[config.mk]
export PLATFORM = sky130hd
export DESIGN_NAME = stump_timer
export DESIGN_NICKNAME = d
export VERILOG_FILES = /design/src/rtl/stump_timer.sv
export SDC_FILE = /design/constraint.sdc
export NUM_CORES = 1
export LEC_CHECK = 0
export ABC_AREA = 1
export CORE_ASPECT_RATIO = 1.1
export CORE_MARGIN = 10
export CORE_UTILIZATION = 25
export DETAILED_ROUTE_END_ITERATION = 6
export GPL_TIMING_DRIVEN = 1
export PLACE_DENSITY = 0.47
export SYNTH_ARGS = -nofsm -noshare
export SYNTH_HDL_FRONTEND = slang
export SYNTH_SLANG_ARGS = --single-unit
[constraint.sdc]
create_clock -name clk -period 1.73 [get_ports clk]
set_clock_uncertainty 0.15 [all_clocks]
set_input_delay 0.346 -clock clk [delete_from_list [all_inputs] [get_ports clk]]
set_output_delay 0.346 -clock clk [all_outputs]
set_load 0.005 [all_outputs]
[src/rtl/stump_timer.sv]
`default_nettype none
// ============================================================================
// stump_timer : memory-mapped 16-bit down-counting timer on the Stump bus.
// Optional prescaler is compiled in when STUMP_TIMER_PRESCALE_EN is defined.
// Revision: 1.0
// ============================================================================
module stump_timer #(
    parameter logic [15:0] BASE = 16'hFFF0
) (
    input  logic        clk,
    input  logic        rst,
    input  logic [15:0] address,
    input  logic [15:0] wr_data,
    input  logic        mem_wen,
    input  logic        mem_ren,
    output logic [15:0] rd_data,
    output logic        sel,
    output logic        irq
);
    localparam logic [2:0] OFF_CTRL   = 3'd0;
    localparam logic [2:0] OFF_LOAD   = 3'd1;
    localparam logic [2:0] OFF_COUNT  = 3'd2;
    localparam logic [2:0] OFF_STATUS = 3'd3;
    localparam logic [2:0] OFF_PRESC  = 3'd4;

    typedef enum logic [0:0] {
        IDLE = 1'b0,
        RUN  = 1'b1
    } state_t;

    state_t      state, state_next;
    logic        auto_mode, auto_next;
    logic        irq_en, irq_en_next;
    logic        expired, expired_next;
    logic [15:0] load_val, count, count_next;
    logic [2:0]  offset;
    logic        wr_ctrl, wr_load, wr_count, wr_status;
    logic        tick, expire;
    logic [15:0] presc_rd;

    assign sel       = (address[15:3] == BASE[15:3]);
    assign offset    = address[2:0];
    assign wr_ctrl   = sel && mem_wen && (offset == OFF_CTRL);
    assign wr_load   = sel && mem_wen && (offset == OFF_LOAD);
    assign wr_count  = sel && mem_wen && (offset == OFF_COUNT);
    assign wr_status = sel && mem_wen && (offset == OFF_STATUS);

`ifdef STUMP_TIMER_PRESCALE_EN
    logic [15:0] presc, pre_cnt;
    logic        wr_presc;

    assign wr_presc = sel && mem_wen && (offset == OFF_PRESC);
    assign tick     = (state == RUN) && (pre_cnt == presc);
    assign presc_rd = presc;

    // Prescale counter only advances while the timer stays running.
    always_ff @(posedge clk or negedge rst) begin
        if (!rst) begin
            presc   <= '0;
            pre_cnt <= '0;
        end else begin
            if (wr_presc) begin
                presc <= wr_data;
            end
            if ((state == RUN) && (state_next == RUN)) begin
                pre_cnt <= tick ? 16'd0 : pre_cnt + 16'd1;
            end else begin
                pre_cnt <= '0;
            end
        end
    end
`else
    assign tick     = (state == RUN);
    assign presc_rd = '0;
`endif

    // A CPU write to COUNT overrides the tick, so no expiry is evaluated.
    assign expire = tick && (count == 16'd0) && !wr_count;

    always_comb begin
        state_next   = state;
        count_next   = count;
        auto_next    = auto_mode;
        irq_en_next  = irq_en;
        expired_next = expired;

        if (wr_ctrl) begin
            auto_next   = wr_data[1];
            irq_en_next = wr_data[2];
        end
        if (wr_status && wr_data[0]) begin
            expired_next = 1'b0;
        end
        if (expire) begin
            expired_next = 1'b1;
        end

        case (state)
            IDLE: begin
                if (wr_ctrl && wr_data[0]) begin
                    state_next = RUN;
                    count_next = load_val;
                end
            end
            RUN: begin
                if (expire) begin
                    if (auto_mode) begin
                        count_next = load_val;
                    end else begin
                        state_next = IDLE;
                    end
                end else if (tick && (count != 16'd0)) begin
                    count_next = count - 16'd1;
                end
                if (wr_ctrl) begin
                    state_next = wr_data[0] ? RUN : IDLE;
                end
            end
            default: state_next = IDLE;
        endcase

        if (wr_count) begin
            count_next = wr_data;
        end
    end

    always_ff @(posedge clk or negedge rst) begin
        if (!rst) begin
            state     <= IDLE;
            count     <= '0;
            load_val  <= '0;
            auto_mode <= 1'b0;
            irq_en    <= 1'b0;
            expired   <= 1'b0;
        end else begin
            state     <= state_next;
            count     <= count_next;
            auto_mode <= auto_next;
            irq_en    <= irq_en_next;
            expired   <= expired_next;
            if (wr_load) begin
                load_val <= wr_data;
            end
        end
    end

    assign irq = expired && irq_en;

    always_comb begin
        rd_data = '0;
        if (sel && mem_ren) begin
            case (offset)
                OFF_CTRL:   rd_data = {13'd0, irq_en, auto_mode, state == RUN};
                OFF_LOAD:   rd_data = load_val;
                OFF_COUNT:  rd_data = count;
                OFF_STATUS: rd_data = {14'd0, state == RUN, expired};
                OFF_PRESC:  rd_data = presc_rd;
                default:    rd_data = '0;
            endcase
        end
    end
endmodule
`default_nettype wire

Word-level counts from Yosys, hierarchy flattened
Cells that the tools add are included.
Storage, ports and cells
  input port bits: 36
  output and inout port bits: 18
  bits in registers: 36
  logic and storage cells: 49
Cells by class
  bitwise operators: 1
  equal/unequal tests: 7
  reduce and logical (&&, ||, !) cells: 18
  add/sub/neg operators: 1
  mux-type cells: 16
Operator list (number)
  2-to-1 mux 16 bit: 6
  case mux 16 bit (4 select lines): 1
  case mux 16 bit (2 select lines): 1
  logical NOT 16 bit: 1
  nonzero test 16 bit: 1
  subtractor 16 x 1 -> 16 bit (second input constant): 1
  equality test 13 bit (second input constant): 1
  logical AND 1 bit: 12
  2-to-1 mux 1 bit: 7
  equality test 3 x 2 -> 1 bit (second input constant): 2
  inequality test 4 x 1 -> 1 bit (second input constant): 1
  inequality test 4 bit (second input constant): 1
  equality test 3 x 1 -> 1 bit (second input constant): 1
  logical NOT 3 bit: 1
  inequality test 3 bit (second input constant): 1
  AND reduction 3 bit: 1
  case mux 1 bit (2 select lines): 1
  nonzero test 2 bit: 1
  logical NOT 1 bit: 1
  inverter 1 bit: 1

Depth between registers and ports, before layout
  word-level depth: 8
  gate-level depth with buffers: 13
  gate-level depth less buffers: 13

Least setup slack after synthesis
Ideal clock, no wire load.
  path type: input-to-output
  start point: input address[4]
  end point: output rd_data[10]
  path slack: -100 ps
  arrival time: 1334 ps
  buffers on the path: 1
  stages: 7
  required time: 1234 ps
  path through: inv_1 > nor2_1 > nand2_2 > nor2_4 > nand3_1 > clkbuf_1 > a21oi_1
On the way
  cells in the longest elaborated chain, start to end: 3
Ends and longest elaborated chain
  from (decl): line 12  | input logic [15:0] address,
  equality test 13 bit: line 41  | assign sel = (address[15:3] == BASE[15:3]);
  named net sel: line 17  | output logic sel,
  logical AND 1 bit: line 151  | if (sel && mem_ren) begin
  2-to-1 mux 16 bit: line 151
  to (decl): line 16  | output logic [15:0] rd_data,
The timed path passes the listed nets, and every way through them passes these cells.

Worst setup path in the final report
  start point: input address[10]
  end point: output rd_data[7]
On the way
  cells in the longest elaborated chain, start to end: 3
Ends and longest elaborated chain (line)
  equality test 13 bit: 41
  logical AND 1 bit: 151
  2-to-1 mux 16 bit: 151
No other way between the ends.

==> reports/metrics.cfg <==
[pwr]
p_total_mw=2.20
p_per_area_nw_per_um2=456
irDropWorstVdd_uv=327
leakagePower_nw=2.45

[synth]
ys_warn_count=0
synth-seq-cells=36
seq_area_frac_synth_pct=34.0
netlist_area_um2=2650
netlist_instances=390
synth_nets=428
ys_types=32
syn_avg_cell_area_um2=6.80

[setup_path]
cp.arrival_ns=1.48
slowest_stage=nor2_4
crit_path_max_fanout=6
critPathCaptureType=output port
max_stage_delay_ns=0.18
crit_chain=buf_6, nand2_2, nor2_2, nand2_2, nor2_4, buf_12, nand3_4, buf_6, a21oi_2, buf_2
criticalPathCategory=primary input to output port
startpoint_type=primary input
cp.required_ns=1.23
reg2regPathDepth=12

[clock_tree]
cts.clk_slew.worst_paths_ns=0.06
cts-root-buf=clkbuf_16
htree_levels=2
cts.sinks=36
cts_buffer_depth=2
insertion_delay_ns=0.28
cts_buffers=5
cts_tree=yes

[cells_and_area]
final_layout_size_suffix_gt1_share_pct=48.8
mostFrequentLayoutCells=nand2_1 (132), buf_4 (66), dfrtp_1 (36)
area_delta_synth_final_pct=81.6
layout.cells.non_filler=678
layout_commonest_cell=nand2_1
final_nets=572
diodes=0

[placement]
dp.final_hpwl_mm=6.50
portBuffers=53
place_inst=636
place.gp.congestion=0.822

[global_routing]
track_usage_pct=14.0
grt_overflow_total=0
grt_pass1_wl_mm=17.1
grt_pass1_vias=3240
grt_max_degree=22
antenna_found_initial=0

[routing]
drc=0
vias=3107
vias_per_cell=4.58
dr.pass1.iters=4
antenna_left=0
drtIter0Drc=165
wire_per_inst_um=15.7
wl_mm=10.6

[sta]
min_period_ns=1.97
finalMaxSlewViolations=0
max_slew_margin_pct=70.4
worst_slack_ns=-0.243
max_clock_freq_mhz=507
period_share_pct=114
tightest_slew_ns=0.443
setup_violations=50
finalSetupTns_ns=-6.09
rsz0062_at_grt=yes
hold_viol=0

[floorplan]
floorplan.rows=39
die_area_um2=15100
die_h_um=128
start_util_pct=25.5
core_um2=10400
die_x_um=118
io_pins=54

[worst_hold_path]
holdPathStages=7
min_path_type=primary input to register

[status]
outcome=finished with violations
violations=setup timing

[run]
drv_cap=0

flip-flops by register name, indices dropped and copies added (netlist names):
signal	flops
auto_mode	1
irq_en	1
state	1
count	16
expired	1
load_val	16
worst paths after layout:
kind                        startpoint            to  slack, ns
hold reg to reg                 irq_en        irq_en       0.37
hold / removal              address[6]     count[15]       0.36
max in group asynchronous          rst      count[3]       0.57
setup reg to reg              count[0]      count[1]      -0.18
min in group asynchronous          rst  load_val[12]       0.39
setup / recovery           address[10]    rd_data[7]      -0.24
area by class of cell:
type	count	area [um2]
multi-input combinational	318	2060
inverter	24	95.1
sequential	36	901
clock buffer	7	153
clock inverter	1	30.0
fill	1053	5580
tap	143	179
timing repair buffer	149	1390
synth_stat cells:
master	instances	area, um2
nand2_1	144	541
nor2_1	56	210
nand3_1	46	230
dfrtp_1	36	901
inv_1	21	78.8
a21oi_1	17	85.1
mux2_2	8	90.1
clkbuf_1	6	22.5
mux2_4	6	90.1
o21ai_0	6	30.0
nand4_1	5	31.3
xor2_1	5	43.8
buf_2	4	20.0
nand2_4	3	33.8
buf_4	2	15.0
buf_6	2	22.5
ha_1	2	25.0
inv_2	2	7.51
nand2_2	2	12.5
nor2_2	2	12.5
nor2_4	2	22.5
o22ai_1	2	12.5
xnor2_1	2	17.5
a31oi_1	1	6.26
clkinv_1	1	3.75
nand3_4	1	17.5
nand3b_1	1	7.51
nand3b_2	1	11.3
nor3_1	1	5.00
nor3_2	1	10.0
nor3_4	1	16.3
nor3b_4	1	18.8
metrics by stage:
step,setup WS (ns),utilization (%),area [um2],hold WS (ns)
finish,-0.243,46.3,4820,0.363
detailed placement,-1.03,36.9,3830,0.157
CTS,-0.254,44.1,4590,0.376
floorplan,0.00385,-,2680,-0.0996
global placement,-1.01,36.9,3830,0.161
global route,-0.338,46.3,4820,0.403
what timing repair did:
action / 4_1_cts / 5_1_grt
setup endpoints to repair: 54 / 48
pin swaps: 28 / 40
setup buffers: 23 / 4
resized for setup: 237 / 41
hold endpoints to repair: 15 / 0
hold buffers: 1 / 0
gates cloned: 7 / 1
per-layer routing:
layer	vias up	global-route usage (%)	wire, um
met2	92	23.7	5150
met5	-	0	0
met3	9	2.16	478
met1	1463	18.3	4900
li1	1543	-	-
met4	0	3.06	104
critical path: cells and delay by family:
family                 cells  cell delay (ns)
AO/OA/AOI/OAI              1             0.09
buffers and inverters      4             0.50
AND/OR/NAND/NOR            5             0.53
kinds of logic (layout without fill, tap and decap cells):
| group | after synthesis | count (layout) | synth area share (%) |
|---|---|---|---|
| AND/OR/NAND/NOR | 267 | 269 | 44.5 |
| multiplexers | 14 | 14 | 6.80 |
| AO/OA/AOI/OAI | 26 | 26 | 5.05 |
| XOR/XNOR | 7 | 7 | 2.31 |
| adder cells (fa/ha/maj) | 2 | 2 | 0.944 |
| flip-flops | 36 | 36 | 34.0 |
| buffers and inverters | 38 | 181 | 6.42 |
power by group:
group / total (mW) / internal (mW) / leakage (nW) / switching, mW
Sequential: 0.843 / 0.842 / 0.498 / 0.000423
Clock: 1.14 / 0.760 / 0.0901 / 0.381
Combinational: 0.211 / 0.116 / 1.87 / 0.0950
Power figures use the tool's default switching activity.
